==> config.mk <==
export PLATFORM = sky130hd
export DESIGN_NAME = uart_tx_flat
export DESIGN_NICKNAME = d
export VERILOG_FILES = /design/src/rtl/uart_tx_if.sv /design/src/rtl/uart_tx.sv /design/src/flat_wrapper.sv
export SDC_FILE = /design/constraint.sdc
export NUM_CORES = 1
export LEC_CHECK = 0
export CAP_MARGIN = 10
export CORE_MARGIN = 1
export CORE_UTILIZATION = 50
export CTS_BUF_LIST = sky130_fd_sc_hd__clkbuf_4 sky130_fd_sc_hd__clkbuf_8 sky130_fd_sc_hd__clkbuf_16
export DETAILED_ROUTE_END_ITERATION = 10
export MAX_ROUTING_LAYER = met4
export PLACE_DENSITY = 0.72
export SLEW_MARGIN = 10
export SYNTH_ARGS = -nofsm -noshare
export SYNTH_HDL_FRONTEND = slang
export SYNTH_SLANG_ARGS = --single-unit
==> constraint.sdc <==
create_clock -name clk -period 2.8 [get_ports clk]
set_clock_uncertainty 0.15 [all_clocks]
set_input_delay 0.28 -clock clk [delete_from_list [all_inputs] [get_ports clk]]
set_output_delay 0.28 -clock clk [all_outputs]
set_load 0.005 [all_outputs]
==> src/rtl/uart_tx_if.sv <==
// Write-side bus of the UART transmitter.
// Handshake: the byte on wr_data is taken on a rising clk edge where
// wr_en && !full; a wr_en seen while full drops the byte and raises overflow
// for the following cycle. There is no back-pressure beyond full.
interface uart_tx_if;
  logic       wr_en;
  logic [7:0] wr_data;
  logic       full;
  logic       empty;
  logic       overflow;

  modport master (
    output wr_en,
    output wr_data,
    input  full,
    input  empty,
    input  overflow
  );

  modport slave (
    input  wr_en,
    input  wr_data,
    output full,
    output empty,
    output overflow
  );
endinterface

==> src/rtl/uart_tx.sv <==
// 8N1 UART transmitter: a small byte FIFO feeding a bit-timing state machine
// that shifts each byte out LSB first between a start bit and a stop bit.
module uart_tx #(
  parameter int CLKS_PER_BIT = 16,
  parameter int FIFO_AW      = 2
) (
  input  logic       clk,
  input  logic       reset,
  uart_tx_if.slave   bus,
  output logic       busy,
  output logic       tx_done,
  output logic       tx,
  output logic [1:0] state_dbg
);

  typedef enum logic [1:0] {
    S_IDLE  = 2'd0,
    S_START = 2'd1,
    S_DATA  = 2'd2,
    S_STOP  = 2'd3
  } state_t;

  localparam int DEPTH = 1 << FIFO_AW;
  localparam int CW    = (CLKS_PER_BIT > 1) ? $clog2(CLKS_PER_BIT) : 1;
  localparam logic [CW-1:0]    CNT_LAST   = CW'(CLKS_PER_BIT - 1);
  localparam logic [FIFO_AW:0] COUNT_FULL = (FIFO_AW + 1)'(DEPTH);

  // FIFO storage and bookkeeping
  logic [7:0]         mem_q [DEPTH];
  logic [FIFO_AW-1:0] wr_ptr_q, wr_ptr_d;
  logic [FIFO_AW-1:0] rd_ptr_q, rd_ptr_d;
  logic [FIFO_AW:0]   count_q, count_d;
  logic               full_q, full_d;
  logic               empty_q, empty_d;
  logic               overflow_q, overflow_d;
  logic               wr_accept;
  logic               pop;

  // Serialiser state
  state_t             state_q, state_d;
  logic [CW-1:0]      cnt_q, cnt_d;
  logic [2:0]         idx_q, idx_d;
  logic [7:0]         shift_q, shift_d;
  logic               tx_q, tx_d;

  // FIFO next-state: pointer advance, occupancy and registered flags
  always_comb begin
    wr_accept  = bus.wr_en && !full_q;
    wr_ptr_d   = wr_ptr_q;
    rd_ptr_d   = rd_ptr_q;
    if (wr_accept) wr_ptr_d = wr_ptr_q + FIFO_AW'(1);
    if (pop)       rd_ptr_d = rd_ptr_q + FIFO_AW'(1);
    count_d    = count_q + (FIFO_AW + 1)'(wr_accept) - (FIFO_AW + 1)'(pop);
    full_d     = (count_d == COUNT_FULL);
    empty_d    = (count_d == '0);
    // A write while full is dropped even if a pop frees a slot on this edge.
    overflow_d = bus.wr_en && full_q;
  end

  // FIFO data array: written on accepted pushes only, no reset needed
  always_ff @(posedge clk) begin
    if (wr_accept) mem_q[wr_ptr_q] <= bus.wr_data;
  end

  // FIFO control registers
  always_ff @(posedge clk or posedge reset) begin
    if (reset) begin
      wr_ptr_q   <= '0;
      rd_ptr_q   <= '0;
      count_q    <= '0;
      full_q     <= 1'b0;
      empty_q    <= 1'b1;
      overflow_q <= 1'b0;
    end else begin
      wr_ptr_q   <= wr_ptr_d;
      rd_ptr_q   <= rd_ptr_d;
      count_q    <= count_d;
      full_q     <= full_d;
      empty_q    <= empty_d;
      overflow_q <= overflow_d;
    end
  end

  // Serialiser next-state: bit timing, shifting, pops and next tx level
  always_comb begin
    state_d = state_q;
    cnt_d   = cnt_q;
    idx_d   = idx_q;
    shift_d = shift_q;
    pop     = 1'b0;
    case (state_q)
      S_IDLE: begin
        if (!empty_q) begin
          pop     = 1'b1;
          shift_d = mem_q[rd_ptr_q];
          cnt_d   = '0;
          state_d = S_START;
        end
      end
      S_START: begin
        if (cnt_q == CNT_LAST) begin
          cnt_d   = '0;
          idx_d   = 3'd0;
          state_d = S_DATA;
        end else begin
          cnt_d = cnt_q + CW'(1);
        end
      end
      S_DATA: begin
        if (cnt_q == CNT_LAST) begin
          cnt_d   = '0;
          shift_d = {1'b0, shift_q[7:1]};
          if (idx_q == 3'd7) begin
            state_d = S_STOP;
          end else begin
            idx_d = idx_q + 3'd1;
          end
        end else begin
          cnt_d = cnt_q + CW'(1);
        end
      end
      S_STOP: begin
        if (cnt_q == CNT_LAST) begin
          cnt_d = '0;
          // Chain straight into the next start bit when a byte is waiting.
          if (!empty_q) begin
            pop     = 1'b1;
            shift_d = mem_q[rd_ptr_q];
            state_d = S_START;
          end else begin
            state_d = S_IDLE;
          end
        end else begin
          cnt_d = cnt_q + CW'(1);
        end
      end
      default: state_d = S_IDLE;
    endcase

    // tx is registered, so its next value follows the next state.
    case (state_d)
      S_START: tx_d = 1'b0;
      S_DATA:  tx_d = shift_d[0];
      default: tx_d = 1'b1;
    endcase
  end

  // Serialiser registers; reset forces the line high immediately
  always_ff @(posedge clk or posedge reset) begin
    if (reset) begin
      state_q <= S_IDLE;
      cnt_q   <= '0;
      idx_q   <= 3'd0;
      shift_q <= 8'h00;
      tx_q    <= 1'b1;
    end else begin
      state_q <= state_d;
      cnt_q   <= cnt_d;
      idx_q   <= idx_d;
      shift_q <= shift_d;
      tx_q    <= tx_d;
    end
  end

  assign bus.full     = full_q;
  assign bus.empty    = empty_q;
  assign bus.overflow = overflow_q;
  assign busy         = (state_q != S_IDLE);
  assign tx_done      = (state_q == S_STOP) && (cnt_q == CNT_LAST);
  assign tx           = tx_q;
  assign state_dbg    = state_q;

endmodule

==> src/flat_wrapper.sv <==
// flat-port wrapper written by rule: the top's interface ports become plain ports
module uart_tx_flat 
#(
  parameter int CLKS_PER_BIT = 16,
  parameter int FIFO_AW      = 2
)
  (clk, reset, busy, tx_done, tx, state_dbg, bus_wr_en, bus_wr_data, bus_full, bus_empty, bus_overflow);
  uart_tx_if bus_i ();
  input  logic clk;
  input  logic reset;
  output logic busy;
  output logic tx_done;
  output logic tx;
  output logic [1:0] state_dbg;
  input wire logic [$bits(bus_i.wr_en)-1:0] bus_wr_en;
  input wire logic [$bits(bus_i.wr_data)-1:0] bus_wr_data;
  output wire logic [$bits(bus_i.full)-1:0] bus_full;
  output wire logic [$bits(bus_i.empty)-1:0] bus_empty;
  output wire logic [$bits(bus_i.overflow)-1:0] bus_overflow;
  assign bus_i.wr_en = bus_wr_en;
  assign bus_i.wr_data = bus_wr_data;
  assign bus_full = bus_i.full;
  assign bus_empty = bus_i.empty;
  assign bus_overflow = bus_i.overflow;
  uart_tx #(.CLKS_PER_BIT(CLKS_PER_BIT), .FIFO_AW(FIFO_AW)) u_core (.clk(clk), .reset(reset), .bus(bus_i), .busy(busy), .tx_done(tx_done), .tx(tx), .state_dbg(state_dbg));
endmodule
==> flow_summary.toml <==
[status]
status = "completed"

[timing]
min_period_over_period = 0.921
fin_tns_setup_ns = 0
grt_setup_unrepaired = "false"
fin_crit_ns = 2.58
tightest_slew_ns = 0.637
max_clock_freq_mhz = 388
finalMaxSlewViolations = 0
relSlewSlack = 0.575
setup_violations = 0
finalHoldViolCount = 0

[pwr]
power.total_mw = 2.33
total_leakage_power_nw = 1.27
power.density_nw_per_um2 = 712
ir_worst_vdd_uv = 514

[synthesis]
synthCells = 205
avgSynthCellArea_um2 = 13.5
synthFlopType = "edfxtp_1"
synth_cell_type_count = 42
syn-num-nets = 231
netlist_area_um2 = 2770
ys_seq_area_frac = 0.602
synth_top_cell_area_share = 0.348
synth_edf_count = 32
synth_area_leaders = "edfxtp_1 35%, dfrtp_1 24%, mux4_2 6.5%"
ys_ff_latch = 60
synth_top_area_cell = "edfxtp_1"
synthArstFlopShare = 0.467
ys_warn_count = 0

[clock_network]
htree_levels = 3
cts_resized = 0
hold_buffers = 0
cts.path.max_buffers = 2
worst_skew_pair.late_latency_ns = 0.34
cts_tree = "done"
cts.sinks = 60
cts_root_buffer = "clkbuf_8"
numCtsBuffers = 9
clk_pin_slew_ns = 0.07
post_cts_buffers = 0

[setup_path]
crit_path_top_delay_cell = "dfrtp_1"
startpoint_type = "flip-flop"
arrival_ns = 2.68
cp-end-kind = "flip-flop"
r2r_slack_ns = 0.22
max_stage_delay_ns = 0.41
crit_required_ns = 2.90
cp_top_family = "adder cells"
cp_num_buf_inv = 1
crit_chain = "ha_1, a41oi_2, nor3_1, ha_1, inv_1, ha_1, fa_1, xnor2_2, nor3b_1"
worstSetupPathType = "flip-flop to flip-flop"
critPathMaxFanout = 6
cp_common_cell = "ha_1"

[route]
wire_per_inst_um = 15.4
via_count = 1635
viasPerCell = 5.38
ant_nets = 0
wl_um = 4680
drtIter0Drc = 146
firstDrtPassIters = 4
drc = 0

[floorplan]
start_util = 0.531
die-width_um = 76.4
fp.coreArea_um2 = 5200
dieArea_um2 = 5830
fp-row-count = 26
io-pin-count = 19
die_y_um = 76.4

[grt]
grt_max_degree = 17
grt_pass1_wl_um = 7830
grt-ovfl-total = 0
antenna_found_initial = 0
first_global_vias = 1599
grt_use_total = 0.188

[cells_and_area]
final_area_um2 = 3270
syn_to_final_growth_pct = 18.2
nNetsFinal = 255
layout_commonest_cell = "edfxtp_1"
diodes = 0
drive_gt1_frac = 0.154
final_cells = 304
final_cell_mix = "32 x edfxtp_1, 26 x dfrtp_1, 18 x clkdlybuf4s50_1, 14 x ha_1, 13 x inv_1"

[place]
dpl_cell_area_um2 = 3030
gp_congestion = 0.835
hpwl_um = 3210
numPortBuffers = 18
dp.cells = 288

[job]
maxCapViolations = 0

[min_path]
min_path_type = "primary input to async pin"
==> worst paths after layout <==
| kind | from | endpoint | cells after the start |
|---|---|---|---|
| max reg2reg | u_core.cnt_q[0]$_DFFE_PP0P_ | u_core.bus.full$_DFF_PP0_ | 9 |
| min | reset | u_core.count_q[1]$_DFF_PP0_ | 2 |
| max in group asynchronous | reset | u_core.shift_q[5]$_DFFE_PP0P_ | 3 |
| max | u_core.cnt_q[0]$_DFFE_PP0P_ | u_core.bus.full$_DFF_PP0_ | 9 |
| min in group clk | bus_wr_en | u_core.bus.overflow$_DFF_PP0_ | 2 |
| min reg2reg | u_core.shift_q[5]$_DFFE_PP0P_ | u_core.shift_q[5]$_DFFE_PP0P_ | 2 |
==> area by class of cell <==
class | count | area (µm²)
tap | 70 | 87.6
sequential | 60 | 1660
multi-input combinational | 121 | 1020
clock inverter | 7 | 98.8
clock buffer | 9 | 124
fill | 399 | 1940
timing repair buffer | 24 | 225
inverter | 13 | 48.8
==> metal layers <==
| layer | part of all wire | wire [µm] | global-route usage |
|---|---|---|---|
| met1 | 0.45 | 2120 | 0.236 |
| met2 | 0.47 | 2200 | 0.269 |
| met3 | 0.056 | 262 | 0.0623 |
| met4 | 0.019 | 91 | 0.104 |
| met5 | 0 | 0 | - |
==> cells by family (layout without fill, tap and decap cells) <==
logic type	after synthesis	count (layout)	synth area share
and+or+nand+nor	52	52	0.102
muxes	9	9	0.0688
AOI/OAI and AO/OA	40	40	0.106
buffers and inverters	24	53	0.0348
adders and majority gates	15	15	0.0706
DFF	60	60	0.602
xor gates and xnor gates	5	5	0.0158
==> Yosys cell counts, types with 3 or more instances <==
library cell	n
nor2b_1	5
nand2_1	12
a22oi_1	6
o211ai_1	5
xnor2_1	3
and2_1	9
a22o_1	5
nand2b_1	6
edfxtp_1	32
nand3_1	3
nor3_1	5
nor2_1	4
ha_1	14
clkbuf_1	6
inv_1	13
mux4_2	8
dfrtp_1	26
o21ai_0	10
==> per-stage QoR <==
| step | hold WS [ns] | utilization | setup slack, ns |
|---|---|---|---|
| final | 0.179 | 0.628 | 0.220 |
| after floorplan | 0.194 | - | 0.150 |
| after global placement | 0.341 | 0.582 | 0.176 |
| after detailed placement | 0.356 | 0.582 | 0.116 |
| after global routing | 0.233 | 0.628 | 0.0270 |
| after CTS | 0.196 | 0.625 | 0.103 |
==> worst register-to-register path, delay by kind of cell (launching register included) <==
kind            cells  cell delay, ns
compound gates      1            0.28
xor+xnor            1            0.20
flops               1            0.41
simple gates        2            0.29
buf+inv             1            0.04
fa+ha+maj           4            1.15
==> power by group <==
part	internal [mW]	total [mW]	switching (mW)
Combinational	0.158	0.330	0.172
Clock	0.505	0.866	0.361
Sequential	1.08	1.13	0.0524
==> sequential cells by signal (all words and copies together) (netlist names) <==
signal	count
u_core.bus.overflow	1
u_core.state_dbg	2
u_core.bus.empty	1
u_core.count_q	3
u_core.shift_q	8
u_core.idx_q	3
u_core.wr_ptr_q	2
u_core.rd_ptr_q	2
u_core.cnt_q	4
u_core.bus.full	1
u_core.tx	1
u_core.mem_q	32
Power figures use the tool's default switching activity.
